<file path="src/rtl/palabra32_a_byte8_if.sv">
// Word-in / byte-out handshake bundle for palabra32_a_byte8.
// The slave modport is the serializer side; the master modport is the upstream/downstream driver side.
interface palabra32_a_byte8_if;
  logic [31:0] data_in;
  logic        valid_in;
  logic        ready_out;
  logic [7:0]  data_out;
  logic        valid_out;

  modport master (
    output data_in, valid_in,
    input  ready_out, data_out, valid_out
  );

  modport slave (
    input  data_in, valid_in,
    output ready_out, data_out, valid_out
  );
endinterface

</file>
<file path="src/rtl/palabra32_a_byte8.sv">
// 32-bit word to 8-bit byte serializer, MSB lane first, with one-word hold buffer for gapless streaming.
// Build option: define IDLE_BYTE_EN to drive 8'hBC instead of 8'h00 on data_out while valid_out is low.
module palabra32_a_byte8 (
  input logic                 clk_4f,
  input logic                 reset_L,
  palabra32_a_byte8_if.slave  bus
);

`ifdef IDLE_BYTE_EN
  localparam logic [7:0] IDLE_BYTE = 8'hBC;
`else
  localparam logic [7:0] IDLE_BYTE = 8'h00;
`endif

  typedef enum logic {IDLE, SEND} state_t;

  state_t      r_state,     w_state;
  logic [1:0]  r_cnt,       w_cnt;
  logic [31:0] r_word,      w_word;
  logic [31:0] r_hold,      w_hold;
  logic        r_holdValid, w_holdValid;
  logic [7:0]  r_dataOut,   w_dataOut;
  logic        r_validOut,  w_validOut;
  logic        w_accept;

  // ready is a pure function of the hold flag, so it never depends on valid_in
  assign bus.ready_out = ~r_holdValid;
  assign bus.data_out  = r_dataOut;
  assign bus.valid_out = r_validOut;
  assign w_accept      = bus.valid_in & ~r_holdValid;

  always_ff @(posedge clk_4f or negedge reset_L) begin
    if (!reset_L) begin
      r_state     <= IDLE;
      r_cnt       <= 2'd0;
      r_word      <= 32'd0;
      r_hold      <= 32'd0;
      r_holdValid <= 1'b0;
      r_dataOut   <= IDLE_BYTE;
      r_validOut  <= 1'b0;
    end else begin
      r_state     <= w_state;
      r_cnt       <= w_cnt;
      r_word      <= w_word;
      r_hold      <= w_hold;
      r_holdValid <= w_holdValid;
      r_dataOut   <= w_dataOut;
      r_validOut  <= w_validOut;
    end
  end

  // The word register rotates left one lane per byte, so bits 23:16 always hold the next lane to emit
  always_comb begin
    w_state     = r_state;
    w_cnt       = r_cnt;
    w_word      = r_word;
    w_hold      = r_hold;
    w_holdValid = r_holdValid;
    w_dataOut   = r_dataOut;
    w_validOut  = r_validOut;

    case (r_state)
      IDLE: begin
        if (w_accept) begin
          w_word     = bus.data_in;
          w_dataOut  = bus.data_in[31:24];
          w_validOut = 1'b1;
          w_cnt      = 2'd0;
          w_state    = SEND;
        end
      end

      SEND: begin
        if (r_cnt != 2'd3) begin
          w_cnt     = r_cnt + 2'd1;
          w_dataOut = r_word[23:16];
          w_word    = {r_word[23:0], r_word[31:24]};
          if (w_accept) begin
            w_hold      = bus.data_in;
            w_holdValid = 1'b1;
          end
        end else if (r_holdValid) begin
          w_word      = r_hold;
          w_dataOut   = r_hold[31:24];
          w_cnt       = 2'd0;
          w_holdValid = 1'b0;
        end else if (bus.valid_in) begin
          w_word    = bus.data_in;
          w_dataOut = bus.data_in[31:24];
          w_cnt     = 2'd0;
        end else begin
          w_state    = IDLE;
          w_cnt      = 2'd0;
          w_validOut = 1'b0;
          w_dataOut  = IDLE_BYTE;
        end
      end

      default: begin
        w_state    = IDLE;
        w_cnt      = 2'd0;
        w_validOut = 1'b0;
        w_dataOut  = IDLE_BYTE;
      end
    endcase
  end

endmodule

</file>
<file path="src/flat_wrapper.sv">
// flat-port wrapper written by rule: the top's interface ports become plain ports
module palabra32_a_byte8_flat 
  (clk_4f, reset_L, bus_data_in, bus_valid_in, bus_ready_out, bus_data_out, bus_valid_out);
  palabra32_a_byte8_if bus_i ();
  input logic clk_4f;
  input logic reset_L;
  input wire logic [$bits(bus_i.data_in)-1:0] bus_data_in;
  input wire logic [$bits(bus_i.valid_in)-1:0] bus_valid_in;
  output wire logic [$bits(bus_i.ready_out)-1:0] bus_ready_out;
  output wire logic [$bits(bus_i.data_out)-1:0] bus_data_out;
  output wire logic [$bits(bus_i.valid_out)-1:0] bus_valid_out;
  assign bus_i.data_in = bus_data_in;
  assign bus_i.valid_in = bus_valid_in;
  assign bus_ready_out = bus_i.ready_out;
  assign bus_data_out = bus_i.data_out;
  assign bus_valid_out = bus_i.valid_out;
  palabra32_a_byte8 u_core (.clk_4f(clk_4f), .reset_L(reset_L), .bus(bus_i));
endmodule
</file>
<file path="config.mk">
export PLATFORM = sky130hd
export DESIGN_NAME = palabra32_a_byte8_flat
export DESIGN_NICKNAME = d
export VERILOG_FILES = /design/src/rtl/palabra32_a_byte8_if.sv /design/src/rtl/palabra32_a_byte8.sv /design/src/flat_wrapper.sv
export SDC_FILE = /design/constraint.sdc
export NUM_CORES = 1
export LEC_CHECK = 0
export CAP_MARGIN = 40
export CORE_ASPECT_RATIO = 2
export CORE_MARGIN = 2
export CORE_UTILIZATION = 30
export CTS_BUF_LIST = sky130_fd_sc_hd__clkbuf_4 sky130_fd_sc_hd__clkbuf_8
export CTS_CLUSTER_DIAMETER = 100
export DETAILED_ROUTE_END_ITERATION = 8
export PLACE_DENSITY = 0.48
export RECOVER_POWER = 25
export SKIP_CTS_REPAIR_TIMING = 1
export SLEW_MARGIN = 25
export SYNTH_ARGS = -nofsm -noshare
export SYNTH_HDL_FRONTEND = slang
export SYNTH_SLANG_ARGS = --single-unit
</file>
<file path="constraint.sdc">
create_clock -name clk_4f -period 3.7 [get_ports clk_4f]
set_input_delay 1.11 -clock clk_4f [delete_from_list [all_inputs] [get_ports clk_4f]]
set_output_delay 1.11 -clock clk_4f [all_outputs]
set_load 0.01 [all_outputs]
</file>
After elaboration in Yosys (flattened, before gate mapping)

Index checks and enable logic that the tools add are counted.

Word-level logic and storage cells: 46
Register bits: 77
Bits of input ports: 35

Muxes and demuxes: 24
Add/subtract/negate cells: 1
Reductions and logical operators: 4
Bitwise logic cells: 3
Eq/ne operators: 7

Operators with widths:

| operator                                                         | number |
|---|---|
| 32-bit two-way mux                                               | 4 |
| 32-bit case mux with 2 select lines                              | 1 |
| 8-bit two-way mux                                                | 4 |
| 8-bit case mux with 2 select lines                               | 1 |
| 1-bit two-way mux                                                | 9 |
| 2-bit != test (second input constant)                            | 4 |
| 2-bit two-way mux                                                | 2 |
| 2-bit by 1-bit != test with 1-bit output (second input constant) | 2 |
| 4-bit != test (second input constant)                            | 1 |
| 1-bit case mux with 2 select lines                               | 2 |
| 2-bit case mux with 2 select lines                               | 1 |
| 2-bit AND reduction                                              | 2 |
| 4-bit AND reduction                                              | 1 |
| 3-bit AND reduction                                              | 1 |
| 2-bit by 1-bit adder with 2-bit output (second input constant)   | 1 |
| 1-bit inverter                                                   | 2 |
| 1-bit AND                                                        | 1 |

Longest topological paths before layout

Gate-level depths: netlist (run 1).

Word-level depth: 4
Gate-level depth with buffers: 6
Depth with buffers taken out: 4

Worst setup path after synthesis (run 1)

Ideal clock, no wire load.

Path kind: input to register
From: input bus_valid_in
To: register u_core.r_hold[10]
Data arrival time: 1,949 ps
Data required time: 3,572 ps
Setup slack: 1,624 ps
Stages on the path: 5
Cell sequence: nand2b_1 buf_2 nor2_4 buf_4 mux2_1

Word-level cells in the longest chain between the ends: 2

RTL lines:

| what                          | RTL line                | text |
|---|---|---|
| start, declared               | flat_wrapper.sv:8       | `input wire logic [$bits(bus_i.valid_in)-1:0] bus_valid_in;` |
| 1-bit AND                     | palabra32_a_byte8.sv:30 | `assign w_accept = bus.valid_in & ~r_holdValid;` |
| 3-bit AND reduction (no line) | --                      |  |
| end signal, assigned          | palabra32_a_byte8.sv:45 | `r_hold <= w_hold;` |
| end, declared                 | palabra32_a_byte8.sv:20 | `logic [31:0] r_hold, w_hold;` |

Every way passes these cells.
A chain may end at the register's enable or synchronous reset.

Worst setup path in the final report (run 1)

From: input bus_valid_in
To: register u_core.r_word[31]

Word-level cells in the longest chain between the ends: 3
Elaborated cells between the ends (all ways): 4
Classes of those cells: 2 x eq/ne; 1 x bitwise; 1 x reduce/logical

RTL lines:

| what                                               | RTL line                | text |
|---|---|---|
| 1-bit AND                                          | palabra32_a_byte8.sv:30 |  |
| 2-bit by 1-bit != test with 1-bit output (no line) | --                      |  |
| 2-bit AND reduction (no line) *                    | --                      |  |
| end signal, assigned                               | palabra32_a_byte8.sv:44 | `r_word <= w_word;` |
| end, declared                                      | palabra32_a_byte8.sv:19 | `logic [31:0] r_word, w_word;` |

Every way passes the cells marked *; elsewhere a longest branch is shown, timed or not.

==> impl_metrics.json, run 1 <==
{
  "track_usage": 0.160,
  "grtUsageMet3": 0.0227,
  "cp-start-kind": "input pin",
  "drt_wl_total_microns": 12300,
  "placed_cells": 618,
  "layout_commonest_cell": "dfrtp_1",
  "drc": 0,
  "cts.clk_slew.worst_paths_ps": 80,
  "first_iter_violations": 191,
  "ys_seq_area_frac": 0.436,
  "fin_crit_ps": 2700,
  "setup_tns_ps": 0,
  "drive_above_1_share": 0.183,
  "endpoint_kind": "flop",
  "async_reset_ff_frac": 1.00,
  "clk_path_buf_depth": 2,
  "setup_viol": 0,
  "synthFlopType": "dfrtp_1",
  "overflow": 0,
  "postRouteAntennaNets": 0,
  "finalNonFillerCells": 634,
  "core_area_sq_um": 14400,
  "worstHoldPathType": "reg -> reg",
  "nNetsFinal": 475,
  "path_max_fanout": 43,
  "peakVddDrop_v": 0.000238,
  "ys_ff_latch": 77,
  "vias_per_cell": 5.31,
  "grt_pass1_wl_microns": 20000,
  "met1_usage": 0.191,
  "ys_warn_count": 0,
  "cts.sinks": 77,
  "dp_hpwl_microns": 8160,
  "cp.required_ps": 3910,
  "dpl_cell_area_sq_um": 4980,
  "cts_made_buffers": 9,
  "ios": 45,
  "max-slew-margin-rel": 0.174,
  "status": "finished, final reports clean",
  "top_usage_layer": "met2",
  "final_cell_mix": "76 x dfrtp_1, 53 x a21oi_1, 43 x clkdlybuf4s50_1, 32 x o211ai_1, 30 x mux2_1",
  "drv_cap": 0,
  "final-max-slew-violation-count": 0,
  "synth_edf_count": 0,
  "drtPass1Iterations": 4,
  "final_util": 0.360,
  "syn-instance-count": 415,
  "cts_tree": "yes",
  "initial_core_util": 0.307,
  "wl_per_cell_microns": 19.4,
  "gp_congestion": 0.766,
  "fmax_mhz": 370,
  "rsz0062_at_grt": "false",
  "area_growth_pct": 17.4,
  "h-tree-depth": 3,
  "synth_area_per_cell_sq_um": 10.7,
  "via_count": 3366,
  "rows": 62,
  "hold_viol_final": 0,
  "design_area_sq_um": 5190,
  "diodes": 0,
  "synth_cell_types": 42,
  "grt_max_degree": 62,
  "rr_worst_depth": 5,
  "root_buffer": "clkbuf_8",
  "worstMarginPinSlew_ps": 1240,
  "syn_area_sq_um": 4420,
  "p_per_area_nw_per_um2": 880,
  "die_h_microns": 176,
  "leakage_nw": 1.95,
  "grt_use_met2": 0.293,
  "numPortBuffers": 44,
  "cp.arrival_ps": 2910,
  "critPathKind": "in -> reg",
  "worst_clock_skew_ps": 11.8,
  "clock_latency_ps": 350,
  "grt_pass1_vias": 3504,
  "min_period_over_period": 0.730,
  "dieArea_sq_um": 15800,
  "whs_path_depth": 1,
  "syn-num-nets": 452,
  "antenna_found_initial": 0,
  "die_width_microns": 89.9
}
==> final cells by class <==
| type | count | area, sq um |
|---|---|---|
| fill | 1516 | 9240 |
| clock inverter | 4 | 72.6 |
| inverter | 3 | 11.3 |
| tap | 192 | 240 |
| timing repair buffer | 58 | 569 |
| multi-input combinational | 289 | 2220 |
| sequential | 77 | 1930 |
| clock buffer | 11 | 145 |
==> sequential cells by signal (all words and copies together), names as in the netlist <==
name                  cells
u_core.r_hold            32
u_core.r_holdValid        1
u_core.r_cnt              2
u_core.bus.valid_out      1
u_core.r_word            32
u_core.bus.data_out       8
u_core.r_state            1
==> cell families after synthesis <==
group,Yosys count,synth area share
buffers and inverters,49,0.0625
muxes,32,0.0815
DFF,77,0.436
and+or+nand+nor,101,0.147
AOI/OAI and AO/OA,154,0.268
adders and majority gates,2,0.00566
==> layer usage <==
metal	part of all wire	wire, microns
met1	0.42	5170
met4	0.017	210
met3	0.030	368
met5	0	0
met2	0.53	6550
==> final timing paths <==
path	startpoint	to	slack (ps)
max reg2reg	u_core.r_holdValid$_DFFE_PN0P_	u_core.r_word[31]$_DFFE_PN0P_	1230
max	bus_valid_in	u_core.r_word[31]$_DFFE_PN0P_	1000
min	u_core.r_hold[10]$_DFFE_PN0P_	u_core.r_hold[10]$_DFFE_PN0P_	480
min reg2reg	u_core.r_hold[10]$_DFFE_PN0P_	u_core.r_hold[10]$_DFFE_PN0P_	480
max in group asynchronous	reset_L	u_core.r_state$_DFF_PN0_	1060
min in group asynchronous	reset_L	u_core.r_hold[4]$_DFFE_PN0P_	840
==> cells in the mapped netlist (8+ instances only) <==
master | number | area share
dfrtp_1 | 77 | 0.44
buf_2 | 15 | 0.017
mux2_1 | 30 | 0.076
and3b_1 | 8 | 0.016
or2_2 | 15 | 0.021
o31ai_2 | 25 | 0.071
nand3b_1 | 27 | 0.046
clkbuf_1 | 16 | 0.014
o211ai_1 | 32 | 0.054
a21oi_1 | 53 | 0.060
nor2_1 | 8 | 0.0068
or2_1 | 10 | 0.014
nor2b_1 | 14 | 0.020
==> where the power goes <==
group / internal (mW) / switching, mW
logic: 1.09 / 1.15
clock network: 0.401 / 0.315
registers: 1.29 / 0.319
==> metrics by stage <==
stage	power, mW	setup slack [ps]	hold WS [ps]
global route	4.89	656	492
global placement	3.80	624	461
detailed placement	3.89	626	467
finish	4.57	998	482
CTS	4.62	1000	486
floorplan	3.29	1620	448
==> worst max-delay path, stage by stage <==
cell and delay [ps]:
clkdlybuf4s50_1 420, nand2b_1 150, buf_4 450, o21a_4 590, o31ai_1 170
No activity file was read; power rests on OpenSTA's default activity.
==> run 2, diff against run 1 <==
==> constraint.sdc (replaced) <==
create_clock -name clk_4f -period 2.7 [get_ports clk_4f]
set_input_delay 0.81 -clock clk_4f [delete_from_list [all_inputs] [get_ports clk_4f]]
set_output_delay 0.81 -clock clk_4f [all_outputs]
set_load 0.01 [all_outputs]
==> run 2 against run 1 <==
  * Global-route usage up 0.81 points
  * Combinational power up 40%
  * Design area hardly changed
  * Critical path depth shrank 3
  * Sequential power up 36%
  * Critical endpoint is now bus_ready_out
  * Core utilization is essentially flat
  * Routed wire length is 3.5% higher
  * Cell count increased by 0.95%
  * Die area did not move
  * Sequential cell count did not move
  * Clock-buffer cell count increased by 1
  * Via count rose by 1.5%
==> impl_metrics.json, run 2 (same netlist as run 1, synthesis figures left out) <==
{
  "area_growth_pct": 17.3,
  "diodes": 0,
  "worstMarginPinSlew_ps": 983,
  "comb_power_share": 0.508,
  "worstHoldPathType": "reg -> reg",
  "overflow": 0,
  "design_power_total_mw": 6.16,
  "cts.sinks": 77,
  "drc": 0,
  "fin_crit_ps": 2200,
  "min_period_over_period": 0.814,
  "final_cell_mix": "76 x dfrtp_1, 53 x a21oi_1, 43 x clkdlybuf4s50_1, 32 x o211ai_1, 30 x mux2_1",
  "grt_pass1_vias": 3693,
  "drv_cap": 0,
  "clockPowerShare": 0.136,
  "die_h_microns": 176,
  "drive_above_1_share": 0.199,
  "cp_cell_sequence": "inv_2, clkdlybuf4s50_1",
  "track_usage": 0.168,
  "drt_wl_total_microns": 12700,
  "layout_commonest_cell": "dfrtp_1",
  "rows": 62,
  "gp_congestion": 0.766,
  "holdWs_ps": 480,
  "fmax_mhz": 455,
  "status": "finished, final reports clean",
  "p_int_mw": 3.66,
  "grt_max_degree": 45,
  "ios": 45,
  "setup_tns_ps": 0,
  "final-max-slew-violation-count": 0,
  "leakage_nw": 1.96,
  "max-slew-margin-rel": 0.345,
  "rsz0062_at_grt": "false",
  "nNetsFinal": 480,
  "postRouteAntennaNets": 0,
  "design_area_sq_um": 5190,
  "setup_ws_ps": 501,
  "first_iter_violations": 238,
  "clk_path_buf_depth": 2,
  "finalNonFillerCells": 640,
  "grt_pass1_wl_microns": 20700,
  "drtPass1Iterations": 4,
  "dp_hpwl_microns": 8380,
  "place_worst_setup_slack_ps": 187,
  "n_fill_cell": 1506,
  "whs_path_depth": 1,
  "cp-start-kind": "flop",
  "cp.required_ps": 1890,
  "critPathKind": "reg -> out",
  "placed_cells": 624,
  "rr_worst_depth": 5,
  "cts.clk_slew.worst_paths_ps": 90,
  "cts_tree": "yes",
  "path_max_fanout": 3,
  "register_area_sq_um": 1930,
  "dieArea_sq_um": 15800,
  "setup_viol": 0,
  "numPortBuffers": 44,
  "core_area_sq_um": 14400,
  "hold_viol_final": 0,
  "critical-path-max-stage-delay_ps": 540,
  "cts_made_buffers": 9,
  "peakVddDrop_v": 0.000348,
  "antenna_found_initial": 0,
  "cp.arrival_ps": 1390,
  "root_buffer": "clkbuf_8",
  "via_count": 3415,
  "power.switching_mw": 2.49,
  "worst_clock_skew_ps": 12.8,
  "die_width_microns": 89.9,
  "h-tree-depth": 3,
  "endpoint_kind": "primary output",
  "initial_core_util": 0.307,
  "switching_share": 0.405,
  "crit_slowest_cell": "clkdlybuf4s50_1",
  "vias_per_cell": 5.34,
  "seqPwrFrac": 0.356,
  "clock_latency_ps": 360,
  "dpl_cell_area_sq_um": 5010,
  "p_per_area_nw_per_um2": 1190,
  "final_util": 0.360,
  "wl_per_cell_microns": 19.9,
  "multi_input_area_sq_um": 2220
}
[run 2: cell count changes in the layout (fill, tap and decap cells not counted), moves of 2 or more]
cell	before	now
buf_4	9	17
bufinv_16	2	0
clkbuf_1	2	0
clkinv_2	1	3
[run 2: final timing paths]
| kind | from | endpoint | slack (ps) |
|---|---|---|---|
| setup / recovery | u_core.r_holdValid$_DFFE_PN0P_ | bus_ready_out | 500 |
| hold / removal | u_core.r_hold[7]$_DFFE_PN0P_ | u_core.r_hold[7]$_DFFE_PN0P_ | 480 |
| setup reg to reg | u_core.r_holdValid$_DFFE_PN0P_ | u_core.r_word[16]$_DFFE_PN0P_ | 600 |
| hold reg to reg | u_core.r_hold[7]$_DFFE_PN0P_ | u_core.r_hold[7]$_DFFE_PN0P_ | 480 |
| max in group asynchronous | reset_L | u_core.r_word[19]$_DFFE_PN0P_ | 1320 |
| min in group asynchronous | reset_L | u_core.r_word[26]$_DFFE_PN0P_ | 600 |
[run 2: routing by layer]
| layer | up-vias | global-route usage | wire (microns) |
|---|---|---|---|
| li1 | 1603 | - | - |
| met1 | 1734 | 0.196 | 5200 |
| met2 | 60 | 0.297 | 6730 |
| met3 | 18 | 0.0219 | 339 |
| met4 | 0 | 0.0891 | 453 |
| met5 | - | 0 | 0 |
[run 2: final cells by class]
type	instances	share of cell area
multi-input combinational	289	0.429
sequential	77	0.372
timing repair buffer	63	0.116
tap	192	0.0463
clock buffer	12	0.0306
clock inverter	4	0.00434
inverter	3	0.00217
[run 2: critical path: cells and delay by family (launching register included)]
| family | cells | cell delay [ps] |
|---|---|---|
| buf+inv | 2 | 620 |
| flops | 1 | 410 |
[run 2: power by group through the flow]
stage          registers (mW)  logic (mW)  clock network (mW)
2_1_floorplan            2.04        2.46                   0
3_3_place_gp             2.19        3.11                   0
3_5_place_dp             2.21        3.16                   0
4_1_cts                  2.19        3.17               0.868
5_1_grt                  2.26        3.44               0.911
6_report                 2.19        3.13               0.839
